[src/rtl/xilinx_pci_clk_ctrl_pkg.sv]
// Shared state encoding and sizing helper for the PCIe PIPE clock sequencer.
package xilinx_pci_clk_ctrl_pkg;

  typedef enum logic [2:0] {
    ST_RESET_HOLD = 3'd0,
    ST_WAIT_LOCK  = 3'd1,
    ST_STABLE     = 3'd2,
    ST_RUN        = 3'd3,
    ST_SWITCH     = 3'd4,
    ST_ACK        = 3'd5,
    ST_FAIL       = 3'd6
  } state_e;

  function automatic int max4(input int a, input int b, input int c, input int d);
    int m;
    m = a;
    if (b > m) m = b;
    if (c > m) m = c;
    if (d > m) m = d;
    return m;
  endfunction

endpackage

[src/rtl/xilinx_pci_clk_ctrl_sync.sv]
// Two-flop synchroniser for the asynchronous MMCM LOCKED input.
module xilinx_pci_clk_ctrl_sync (
  input  logic i_clk,
  input  logic i_rst_n,
  input  logic i_d,
  output logic o_q
);

  (* ASYNC_REG = "TRUE" *) logic r_ff1;
  (* ASYNC_REG = "TRUE" *) logic r_ff2;

  always_ff @(posedge i_clk or negedge i_rst_n) begin
    if (!i_rst_n) begin
      r_ff1 <= 1'b0;
      r_ff2 <= 1'b0;
    end else begin
      r_ff1 <= i_d;
      r_ff2 <= r_ff1;
    end
  end

  assign o_q = r_ff2;

endmodule

[src/rtl/xilinx_pci_clk_ctrl.sv]
// PIPE clocking MMCM sequencer: reset/lock qualification, rate switching and
// bounded re-initialisation, all on the free-running control clock.
module xilinx_pci_clk_ctrl
  import xilinx_pci_clk_ctrl_pkg::*;
#(
  parameter int PCIE_LANE          = 2,
  parameter int RST_HOLD_CYCLES    = 64,
  parameter int LOCK_WAIT_CYCLES   = 65535,
  parameter int LOCK_STABLE_CYCLES = 256,
  parameter int RATE_GAP_CYCLES    = 16,
  parameter int MAX_RETRY          = 3
) (
  input  logic                               clk_i,
  input  logic                               rst_n_i,
  input  logic                               mmcm_lock_i,
  output logic                               mmcm_rst_n_o,
  output logic                               pipeclk_en_o,
  input  logic                               rate_req_i,
  input  logic                               rate_gen2_i,
  output logic                               rate_ack_o,
  output logic [PCIE_LANE-1:0]               pclk_sel_o,
  output logic                               clk_ready_o,
  output logic                               fail_o,
  output logic [$clog2(MAX_RETRY+1)-1:0]     retry_cnt_o,
  output logic [2:0]                         state_o
);

  localparam int RW = $clog2(MAX_RETRY + 1);
  localparam int CW = $clog2(max4(RST_HOLD_CYCLES, LOCK_WAIT_CYCLES,
                                  LOCK_STABLE_CYCLES, RATE_GAP_CYCLES) + 1);
  localparam logic [CW-1:0] C_RST  = CW'(RST_HOLD_CYCLES - 1);
  localparam logic [CW-1:0] C_WAIT = CW'(LOCK_WAIT_CYCLES - 1);
  localparam logic [CW-1:0] C_STB  = CW'(LOCK_STABLE_CYCLES - 1);
  localparam logic [CW-1:0] C_GAP  = CW'(RATE_GAP_CYCLES - 1);
  localparam logic [RW-1:0] C_MAXR = RW'(MAX_RETRY);

  state_e          r_state, w_nxt;
  logic [CW-1:0]   r_cnt;
  logic            w_lock_s;
  logic            w_retry;
  logic            w_run;

  xilinx_pci_clk_ctrl_sync u_lock_sync (
    .i_clk   (clk_i),
    .i_rst_n (rst_n_i),
    .i_d     (mmcm_lock_i),
    .o_q     (w_lock_s)
  );

  always_comb begin
    w_nxt   = r_state;
    w_retry = 1'b0;
    case (r_state)
      ST_RESET_HOLD: if (r_cnt == C_RST) w_nxt = ST_WAIT_LOCK;
      ST_WAIT_LOCK: begin
        if (w_lock_s)            w_nxt   = ST_STABLE;
        else if (r_cnt == C_WAIT) w_retry = 1'b1;
      end
      ST_STABLE: begin
        // A glitch here only restarts the lock wait; it is not a retry.
        if (!w_lock_s)           w_nxt = ST_WAIT_LOCK;
        else if (r_cnt == C_STB) w_nxt = ST_RUN;
      end
      ST_RUN: begin
        if (!w_lock_s)       w_retry = 1'b1;
        else if (rate_req_i) w_nxt   = (rate_gen2_i != pclk_sel_o[0]) ? ST_SWITCH : ST_ACK;
      end
      ST_SWITCH: begin
        if (!w_lock_s)           w_retry = 1'b1;
        else if (r_cnt == C_GAP) w_nxt   = ST_ACK;
      end
      ST_ACK: begin
        if (!w_lock_s) w_retry = 1'b1;
        else           w_nxt   = ST_RUN;
      end
      ST_FAIL: w_nxt = ST_FAIL;
      default: w_nxt = ST_RESET_HOLD;
    endcase
    if (w_retry) w_nxt = (retry_cnt_o == C_MAXR) ? ST_FAIL : ST_RESET_HOLD;
  end

  assign w_run   = (w_nxt == ST_RUN) || (w_nxt == ST_SWITCH) || (w_nxt == ST_ACK);
  assign state_o = r_state;

  // Outputs are registered from the next state so they move on the same edge.
  always_ff @(posedge clk_i or negedge rst_n_i) begin
    if (!rst_n_i) begin
      r_state      <= ST_RESET_HOLD;
      r_cnt        <= '0;
      retry_cnt_o  <= '0;
      mmcm_rst_n_o <= 1'b0;
      pipeclk_en_o <= 1'b0;
      clk_ready_o  <= 1'b0;
      rate_ack_o   <= 1'b0;
      fail_o       <= 1'b0;
      pclk_sel_o   <= '0;
    end else begin
      r_state <= w_nxt;
      if (w_nxt != r_state)  r_cnt <= '0;
      else if (r_cnt != '1) r_cnt <= r_cnt + 1'b1;

      if (w_nxt == ST_RUN && r_state != ST_RUN)    retry_cnt_o <= '0;
      else if (w_retry && w_nxt == ST_RESET_HOLD) retry_cnt_o <= retry_cnt_o + 1'b1;

      mmcm_rst_n_o <= w_run || (w_nxt == ST_WAIT_LOCK) || (w_nxt == ST_STABLE);
      pipeclk_en_o <= w_run;
      clk_ready_o  <= w_run;
      rate_ack_o   <= (w_nxt == ST_ACK);
      fail_o       <= (w_nxt == ST_FAIL);

      if (!w_run)                                      pclk_sel_o <= '0;
      else if (r_state == ST_RUN && w_nxt == ST_SWITCH) pclk_sel_o <= {PCIE_LANE{rate_gen2_i}};
    end
  end

endmodule

[config.mk]
export PLATFORM = sky130hd
export DESIGN_NAME = xilinx_pci_clk_ctrl
export DESIGN_NICKNAME = d
export VERILOG_FILES = /design/src/rtl/xilinx_pci_clk_ctrl_pkg.sv /design/src/rtl/xilinx_pci_clk_ctrl_sync.sv /design/src/rtl/xilinx_pci_clk_ctrl.sv
export SDC_FILE = /design/constraint.sdc
export NUM_CORES = 1
export LEC_CHECK = 0
export CORE_ASPECT_RATIO = 1.2
export CORE_MARGIN = 2
export CORE_UTILIZATION = 56
export CTS_CLUSTER_DIAMETER = 50
export CTS_CLUSTER_SIZE = 10
export DETAILED_ROUTE_END_ITERATION = 12
export PLACE_DENSITY = 0.78
export REMOVE_ABC_BUFFERS = 1
export SLEW_MARGIN = 20
export SYNTH_ARGS = -nofsm -noshare
export SYNTH_HDL_FRONTEND = slang
export SYNTH_SLANG_ARGS = --single-unit
[constraint.sdc]
create_clock -name clk_i -period 2.6 [get_ports clk_i]
set_clock_uncertainty 0.2 [all_clocks]
set_input_delay 0.26 -clock clk_i [delete_from_list [all_inputs] [get_ports clk_i]]
set_output_delay 0.26 -clock clk_i [all_outputs]
set_load 0.1 [all_outputs]
Word level (Yosys, flattened, before mapping)

Cells that the tools add are included.

Add/subtract/negate cells: 2
Equal/unequal tests: 22
Muxes and demuxes: 23
Reduce and logical (&&, ||, !) cells: 12

Operator list:

| operator              | count |
|---|---|
| $mux 3                | 11 |
| $mux 16               | 2 |
| $pmux 3 s7            | 1 |
| $eq 3x3->1 const B    | 6 |
| $add 16x1->16 const B | 1 |
| $eq 16x16->1 const B  | 1 |
| $eq 16x4->1 const B   | 1 |
| $eq 16x6->1 const B   | 1 |
| $eq 16x8->1 const B   | 1 |
| $ne 16x16->1 const B  | 1 |
| $eq 3x2->1 const B    | 4 |
| $mux 2                | 4 |
| $eq 3x1->1 const B    | 2 |
| $logic_not 3->1       | 2 |
| $logic_or 1x1->1      | 4 |
| $mux 1                | 4 |
| $reduce_bool 2->1     | 2 |
| $logic_and 1x1->1     | 3 |
| $ne 3x2->1 const B    | 1 |
| $ne 3x3->1            | 1 |
| $reduce_or 3->1       | 1 |
| $add 2x1->2 const B   | 1 |
| $eq 2x2->1 const B    | 1 |
| $ne 2x1->1 const B    | 1 |
| other kinds (2)       | 2 |

Bits in registers: 29
Bits of input ports: 5
Logic and storage cells: 69

Depth between registers and ports, before layout

Gate-level depths: netlist of the first run.

Depth after elaboration: 11
Depth in mapped cells: 9

By module

A second synthesis of the first run with hierarchy kept.

Cell total of the unflattened synthesis: 185
Area, all modules: 1788.0 sq um

By module, submodules not included:

| module                   | instances | cells each | area each (sq um) | seq. area each (sq um) |
|---|---|---|---|---|
| xilinx_pci_clk_ctrl      | 1         | 183        | 1737.9            | 650.6 |
| xilinx_pci_clk_ctrl_sync | 1         | 2          | 50.0              | 50.0 |

Worst setup path before layout of the first run

Ideal clock, no wire load.

Path type: register to register
Start point: register r_state[0] (netlist: state_o[0])
End point: register r_cnt[10]
Data arrival time: 2.490 ns
Slack: -0.217 ns
Cell stages (with the launch flop): 9
Period minus slack after synthesis: 2.817 ns
Path through: dfrtp_1 buf_6 or2_4 or4_4 o31ai_4 o21a_2 o21a_4 buf_12 nor3_2

Cells in the longest elaborated chain, start to end: 6
Elaborated cells between the ends (all ways): 23
Those cells by class: eq/ne: 7; mux: 13; reduce/logical: 3

Ends and longest elaborated chain:

| item                                                     | RTL line                   | RTL |
|---|---|---|
| from (decl)                                              | xilinx_pci_clk_ctrl.sv:37  | `state_e r_state, w_nxt;` |
| from (signal assigned)                                   | xilinx_pci_clk_ctrl.sv:98  | `r_state <= w_nxt;` |
| $eq 3x2->1 (tied with other cells)                       | xilinx_pci_clk_ctrl.sv:53  | `case (r_state)` |
| $reduce_or 3->1 (no source line) (tied with other cells) | n/a                        |  |
| $pmux 1 s2 or $pmux 3 s7 (tied branches)                 | xilinx_pci_clk_ctrl.sv:53  |  |
| $mux 3 *                                                 | xilinx_pci_clk_ctrl.sv:79  | `if (w_retry) w_nxt = (retry_cnt_o == C_MAXR) ? ST_FAIL : ST_RESET_HOLD;` |
| named net w_nxt[0]                                       | xilinx_pci_clk_ctrl.sv:37  |  |
| $ne 3x3->1 *                                             | xilinx_pci_clk_ctrl.sv:99  | `if (w_nxt != r_state) r_cnt <= '0;` |
| $mux 16 or $reduce_bool 2->1 (tied branches)             | n/a                        |  |
| to (signal assigned)                                     | xilinx_pci_clk_ctrl.sv:100 | `else if (r_cnt != '1) r_cnt <= r_cnt + 1'b1;` |
| to (decl)                                                | xilinx_pci_clk_ctrl.sv:38  | `logic [CW-1:0] r_cnt;` |

The timed path passes the listed nets; every way through them passes the cells marked *.
A chain may end at the register's enable or synchronous reset.

Final worst setup path of the first run

Start point: register r_cnt[1]
End point: register r_cnt[3]

Cells in the longest elaborated chain, start to end: 7
Elaborated cells between the ends (all ways): 20
Those cells by class: add/sub: 1; eq/ne: 6; mux: 12; reduce/logical: 1

Ends and longest elaborated chain:

| item                                         | RTL line                  | RTL |
|---|---|---|
| $eq 16x4->1 (tied with other cells)          | xilinx_pci_clk_ctrl.sv:70 | `else if (r_cnt == C_GAP) w_nxt = ST_ACK;` |
| $mux 3 (tied with other cells)               | xilinx_pci_clk_ctrl.sv:70 |  |
| $mux 3 (tied with other cells)               | xilinx_pci_clk_ctrl.sv:69 | `if (!w_lock_s) w_retry = 1'b1;` |
| $pmux 3 s7 or $pmux 1 s2 (tied branches)     | xilinx_pci_clk_ctrl.sv:53 |  |
| $mux 3 *                                     | xilinx_pci_clk_ctrl.sv:79 |  |
| named net w_nxt[0]                           | xilinx_pci_clk_ctrl.sv:37 |  |
| $ne 3x3->1 *                                 | xilinx_pci_clk_ctrl.sv:99 |  |
| $mux 16 or $reduce_bool 2->1 (tied branches) | n/a                       |  |

The timed path passes the listed nets; every way through them passes the cells marked *. The select of a mux whose other input is x is not followed.

==> key figures, run 1 <==
Critical path
  • CP Data Arrival Time: 2510 ps
  • Worst EP required: 2620 ps
  • Crit path largest cell delay: 540 ps
  • Reg-to-Reg End: r_cnt[3]
  • Worst path slowest cell: or4_4
  • FF-to-FF path depth: 7
  • Crit path max-delay family: simple AND/OR/NAND/NOR gates
  • Setup slack, reg-to-reg: 110 ps
  • CP Capture Point: r_cnt[3]
  • Buffers and inverters on the worst path: 0
  • Critical path peak fanout: 16
  • Crit path from: r_cnt[1]
  • Crit Path Class: register to register
  • CP Cell Sequence: ha_1 -> nand3_1 -> or4_4 -> o31ai_4 -> o21a_2 -> o21a_4 -> nor3_1
  • CP Depth: 7
  • CP Capture Type: register
  • R2r startpoint: r_cnt[1]
  • Setup crit start kind: register

Die
  • Core area: 3028 µm²
  • Vert. Die Dim: 65.23 µm
  • Initial Utilization: 57.77%
  • # rows: 22
  • Die area: 3589 µm²
  • Die W: 55.02 µm
  • I/O pin count: 17

Outcome
  • Status: complete, no violations

Finish
  • Fraction of layout cells with a size suffix above 1: 23.38%
  • Design area: 1974 µm²
  • Area growth syn-to-layout: 12.88%
  • Nets@finish: 210
  • Ant diodes: 0

Pwr
  • Leakage: 0.8792 nW
  • Switching pwr: 143.6 µW
  • Power density cells: 341.7 nW/µm²
  • Combinational cell fraction of total power: 2.8%
  • Pint: 531.0 µW
  • Worst VDD drop: 0.2978 mV
  • Total power: 674.6 µW
  • Sw Share: 21.28%
  • Clock group share of total power: 31.9%
  • Seq pwr share: 65.3%

Clock network
  • Clock Latency Late Sink: 330 ps
  • Clock root cell: clkbuf_4
  • Total CTS buffers: 3
  • H-tree Lvls: 1
  • CTS hold repair buffers: 0
  • Clock Sinks: 28
  • CTS max path bufs: 2
  • Worst-path clk slew: 150 ps
  • CTS tree: yes

Logic synthesis
  • Top_reg_cell synth: dfrtp_1
  • Ys Warns: 0
  • Top-count cell post-synth: dfrtp_1
  • Largest cells by area after synthesis: dfrtp_1 40%, nor3_2 5.7%, xnor2_1 5.5%, nor2_1 3.2%, nand3_1 3.1%
  • Netlist cell types: 49
  • Post-synth top area cell: dfrtp_1
  • Post-synth top cells: 28 x dfrtp_1, 15 x nor2_1, 14 x nand2_1
  • Synthesized instance count: 181
  • Synth top area share: 40.06%
  • Average cell area after synthesis: 9.664 µm²
  • Register area share after synthesis: 40.06%
  • EDFF count, synth: 0
  • FF+latch count, synth: 28
  • Mapped Area: 1749 µm²
  • Async SR Flop Fraction: 100.0%

Route
  • DRT iter0 DRCs: 41
  • Routed length per instance: 14.86 µm
  • Routed wire length: 3.523 mm
  • Antenna Violating Nets Remaining: 0
  • DRC: 0
  • TritonRoute pass-1 iters: 4
  • Routed vias: 1,464
  • Via/cell ratio: 6.177

STA
  • Fmax: 401.6 MHz
  • RSZ-0062 raised after global routing: no
  • Max-slew headroom: 65.13%
  • Final setup fails: 0
  • Crit share post-route: 95.76%
  • Worst-Margin Slew: 517.5 ps
  • Hold Fails Final Rpt: 0
  • Tmin final: 2490 ps
  • Pins Over Slew Limit: 0

Placed design
  • Port Buffers: 16
  • Detail Placement HPWL: 2.648 mm
  • Gpl congestion: 0.8250
  • Dpl cell area: 1914 µm²

Global routing
  • GRT overflow: 0
  • Vias in the first global route: 1,394
  • Initial antenna violation count: 0
  • GRT Overall Usage: 23.02%
  • First-pass GRT wire length: 6.175 mm
  • Largest net degree at the start of global routing: 29

Job
  • Max-capacitance violation count: 0

Worst hold path
  • Hold/Removal Path Class: input port to async pin
==> power groups by stage <==
stage | clock [mW] | combinational, mW | sequential [mW]
global route | 0.240 | 0.0218 | 0.441
finish | 0.215 | 0.0191 | 0.440
global placement | 0 | 0.0193 | 0.448
detailed placement | 0 | 0.0199 | 0.448
CTS | 0.219 | 0.0199 | 0.440
floorplan | 0 | 0.00294 | 0.447
==> timing repair <==
item / 4_1_cts / 5_1_grt
endpoints found under the hold margin: 0 / 0
gates resized for setup: 0 / 3
setup buffers: 0 / 1
setup endpoints to repair: 0 / 17
==> worst reg2reg max path: stages (launching register included) <==
cell     delay [ps]
dfrtp_1         420
ha_1            200
nand3_1         180
or4_4           540
o31ai_4         270
o21a_2          200
o21a_4          270
nor3_1          110
==> sequential cells by signal (all words and copies together) (netlist names) <==
| name | count |
|---|---|
| rate_ack_o | 1 |
| fail_o | 1 |
| retry_cnt_o | 2 |
| mmcm_rst_n_o | 1 |
| u_lock_sync.r_ff1 | 1 |
| u_lock_sync.o_q | 1 |
| r_cnt | 16 |
| clk_ready_o | 1 |
| state_o | 3 |
| pclk_sel_o | 1 |
==> per-stage QoR <==
stage / hold WS (ps) / setup TNS (ps) / instances / utilization (%) / setup WS [ps]
3_5_place_dp: 149.2 / 0 / 232 / 63.22 / 123.6
5_1_grt: 113.6 / 0 / 237 / 65.21 / 4.667
6_report: 75.70 / 0 / 237 / 65.21 / 110.2
2_1_floorplan: -235.6 / -9888 / 172 / - / -532.7
4_1_cts: 88.62 / 0 / 236 / 64.42 / 85.35
3_3_place_gp: 135.0 / 0 / 232 / 63.22 / 235.3
==> metal layers <==
layer	track usage [%]	vias up	part of all wire (%)
li1	-	699	-
met1	27.89	725	41
met2	40.77	35	54
met3	3.409	5	4.0
met4	6.707	0	1.0
met5	0	-	0
==> cell families after synthesis <==
logic type | after synthesis | share of synthesized area, %
buffers and inverters | 17 | 5.722
adder cells (fa/ha/maj) | 3 | 2.146
AND/OR/NAND/NOR | 88 | 31.47
flip-flops | 28 | 40.06
AO/OA/AOI/OAI | 30 | 13.09
XOR/XNOR | 15 | 7.510
==> cell usage in the layout, fill, tap and decap left out, types with 3 or more instances in the layout <==
cell and n:
o21ai_0 5, dfrtp_1 28, o211ai_1 6, nand3_1 11
nor3_2 11, clkdlybuf4s50_1 4, buf_4 21, clkbuf_4 3
inv_1 8, and2_1 3, nand2_1 14, nor4_2 3
nor3_1 8, nor2_1 15, xor2_1 4, ha_1 3
nand4_1 5, xnor2_1 11, a31oi_1 4
==> worst min-delay path by stage <==
| stage | startpoint | endpoint | depth (start not counted) |
|---|---|---|---|
| 2_1_floorplan | rst_n_i | clk_ready_o | 0 |
| 5_1_grt | rst_n_i | state_o[2] | 2 |
| 4_1_cts | rst_n_i | rate_ack_o | 2 |
| 3_3_place_gp | u_lock_sync.r_ff1 | u_lock_sync.o_q | 0 |
| 6_report | rst_n_i | rate_ack_o | 2 |
| 3_5_place_dp | u_lock_sync.r_ff1 | u_lock_sync.o_q | 0 |
==> layout make-up <==
type | count | area (µm²)
inverter | 8 | 30.03
sequential | 28 | 700.7
timing repair buffer | 25 | 197.7
multi-input combinational | 136 | 964.7
tap | 36 | 45.04
fill | 266 | 1054
clock buffer | 4 | 36.28
(Power assumes the default switching activity.)
==> inputs of run 2 (changes only) <==
--- a/config.mk
+++ b/config.mk
@@ -7,11 +7,13 @@
 export LEC_CHECK = 0
 export CORE_ASPECT_RATIO = 1.2
 export CORE_MARGIN = 2
-export CORE_UTILIZATION = 56
+export CORE_UTILIZATION = 59
+export CTS_BUF_LIST = sky130_fd_sc_hd__clkbuf_4
 export CTS_CLUSTER_DIAMETER = 50
 export CTS_CLUSTER_SIZE = 10
 export DETAILED_ROUTE_END_ITERATION = 12
-export PLACE_DENSITY = 0.78
+export GPL_TIMING_DRIVEN = 0
+export PLACE_DENSITY = 0.82
 export REMOVE_ABC_BUFFERS = 1
 export SLEW_MARGIN = 20
 export SYNTH_ARGS = -nofsm -noshare
==> run 2 against run 1 <==
Effect of this change:
- sequential power hardly changed
- fmax is 0.96% higher
- register-to-register slack better by 20 ps
- worst setup slack better by 24 ps
- non-clock buffer count is 7 lower
- flip-flop and latch count stayed put
- final area is 0.13% lower
- critical path depth is 1 lower
- clock power is 18% lower
- largest power group unchanged
- highest routed layer unchanged
==> key figures, run 2 (synthesis gave the netlist of run 1 again) <==
Critical path
  • FF-to-FF path depth: 6 (-1)
  • Setup slack, reg-to-reg: 130 ps (+20 ps)
  • Crit path from: state_o[0]
  • Crit path largest cell delay: 570 ps (+30 ps)
  • Crit Path Class: register to register
  • Setup crit start kind: register
  • Worst path slowest cell: dfrtp_2
  • Critical path peak fanout: 19 (+3)
  • R2r startpoint: state_o[0]
  • Worst EP required: 2650 ps (+30 ps)
  • CP Data Arrival Time: 2520 ps (about the same)
  • Buffers and inverters on the worst path: 0 (unchanged)
  • Crit path max-delay family: simple AND/OR/NAND/NOR gates
  • CP Capture Type: register
  • Reg-to-Reg End: r_cnt[9]
  • CP Cell Sequence: or2_4 -> or4_4 -> o31ai_4 -> nand3_1 -> o21a_4 -> nor3_2

Pwr
  • Seq pwr share: 69.3% (+4.0 points)
  • Sw Share: 21.56% (+0.28 points)
  • Worst VDD drop: 0.2581 mV (-13%)
  • Leakage: 0.8313 nW (-5.4%)
  • Power density cells: 322.4 nW/µm² (-5.6%)
  • Switching pwr: 137.1 µW (-4.5%)
  • Pint: 498.7 µW (-6.1%)
  • Combinational cell fraction of total power: 2.9% (about the same)
  • Clock group share of total power: 27.8% (-4.1 points)

Finish
  • Fraction of layout cells with a size suffix above 1: 17.01% (-6.4 points)
  • Max reg flops: 16 (unchanged)
  • Ant diodes: 0 (unchanged)
  • Commonest cells after routing, fill and taps aside: 25 x dfrtp_1, 15 x nor2_1, 14 x nand2_1, 12 x clkdlybuf4s50_1
  • Top reg by flops: r_cnt
  • Utilization after layout: 70.14% (+4.9 points)
  • Commonest non-fill, non-tap cell in the layout: dfrtp_1
  • Final cell count without fillers: 228 (-3.8%)
  • Area growth syn-to-layout: 12.73%
  • Nets@finish: 204 (-2.9%)
  • Design area: 1972 µm² (-0.13%)
  • Fillers: 206 (-23%)

Placed design
  • Gpl congestion: 0.8714 (+5.6%)
  • Detail Placement HPWL: 2.568 mm (-3.0%)
  • Cell count after placement: 222 (-4.3%)
  • Port Buffers: 16 (unchanged)
  • Worst slack, placed: -168.9 ps (-292.5 ps)
  • Dpl cell area: 1877 µm² (-2.0%)

Worst hold path
  • Hold-critical path depth: 1
  • HP Start: mmcm_lock_i
  • Worst Hold Path EP: u_lock_sync.r_ff1
  • Hold/Removal Path Class: input port to register

Clock network
  • H-tree Lvls: 1 (unchanged)
  • Clock Sinks: 28 (unchanged)
  • CTS tree: yes
  • Clock root cell: clkbuf_4
  • CTS max path bufs: 2 (unchanged)
  • Total CTS buffers: 3 (unchanged)
  • Worst-path clk slew: 140 ps (about the same)
  • Clock Latency Late Sink: 320 ps (about the same)

STA
  • Worst-Margin Slew: 966.0 ps (+448.4 ps)
  • Worst setup slack after layout: 133.9 ps (+23.71 ps)
  • Fmax: 405.5 MHz (+0.96%)
  • Max-slew headroom: 35.40% (-30 points)
  • Tmin final: 2466 ps (-23.71 ps)
  • Final setup fails: 0 (unchanged)
  • Pins Over Slew Limit: 0 (unchanged)
  • Crit share post-route: 94.85% (-0.91 points)
  • Hold Fails Final Rpt: 0 (unchanged)

Global routing
  • Vias in the first global route: 1,459 (+4.7%)
  • GRT overflow: 0 (unchanged)
  • GRT Overall Usage: 24.34% (+1.3 points)
  • First-pass GRT wire length: 6.327 mm (+2.5%)
  • Largest net degree at the start of global routing: 29 (unchanged)
  • Initial antenna violation count: 0 (unchanged)

Die
  • # rows: 21 (-4.5%)
  • Initial Utilization: 62.22% (+4.4 points)
  • Die W: 53.71 µm (-2.4%)
  • I/O pin count: 17 (unchanged)
  • Core area: 2811 µm² (-7.1%)
  • Die area: 3418 µm² (-4.8%)
  • Vert. Die Dim: 63.65 µm (-2.4%)

Outcome
  • Status: complete, no violations

Job
  • Max-capacitance violation count: 0 (unchanged)

Route
  • Routed wire length: 3.660 mm (+3.9%)
  • DRC: 0 (unchanged)
  • Routed length per instance: 16.05 µm (+8.0%)
  • TritonRoute pass-1 iters: 5 (+1)
  • Antenna Violating Nets Remaining: 0 (unchanged)
  • Via/cell ratio: 6.439 (+4.2%)
  • Routed vias: 1,468 (+0.27%)
  • DRT iter0 DRCs: 45 (+9.8%)
-- run 2: changes by cell type in the layout (fill, tap and decap cells not counted), moves of 2 or more --
cell             before  now
dfrtp_1              28   25
o21a_4                1    3
dfrtp_2               0    3
nand3_1              11    9
buf_4                21    1
clkdlybuf4s50_1       4   12
dlygate4sd2_1         0    3
-- run 2: how the worst max path moves through the flow --
stage,slack [ps],cells past startpoint,end
after CTS,2,7,r_cnt[2]
after global placement,-70,7,r_cnt[1]
after detailed placement,-170,6,r_cnt[2]
after floorplan,-530,6,r_cnt[1]
after global routing,-30,7,r_cnt[3]
final,130,6,r_cnt[9]
-- run 2: layout make-up --
class                           count  area (µm²)  area share, %
Multi-Input combinational cell    137        1003          50.89
Sequential cell                    28       704.4          35.72
Timing Repair Buffer               18       168.9          8.566
Tap cell                           34       42.54          2.157
Inverter                            8       30.03          1.523
Clock buffer                        3       22.52          1.142
-- run 2: power groups by stage --
stage / Combinational, mW / Sequential, mW / Clock [mW]
global route: 0.0212 / 0.441 / 0.207
CTS: 0.0189 / 0.440 / 0.184
finish: 0.0184 / 0.441 / 0.177
floorplan: 0.00294 / 0.447 / 0
global placement: 0.0178 / 0.448 / 0
detailed placement: 0.0176 / 0.448 / 0
-- run 2: what timing repair did --
action | 4_1_cts | 5_1_grt
hold buffers | 1 | 0
setup endpoints to repair | 19 | 17
cloned | 0 | 1
setup buffers | 0 | 1
gates resized for setup | 6 | 8
endpoints found under the hold margin | 28 | 0
-- run 2: metal layers --
layer	routed length [µm]	GRT usage, %	vias up
li1	-	-	684
met1	1544	31.07	729
met2	1925	40.85	49
met3	139	3.318	6
met4	51	8.333	0
met5	0	0	-
-- run 2: stage by stage --
step,TNS [ps],hold slack (ps),power (mW)
after global routing,-146.0,148.2,0.6697
after detailed placement,-1711,105.0,0.4660
final,0,157.7,0.6358
after floorplan,-9888,-235.6,0.4504
after CTS,0,152.0,0.6438
after global placement,-480.4,132.4,0.4660
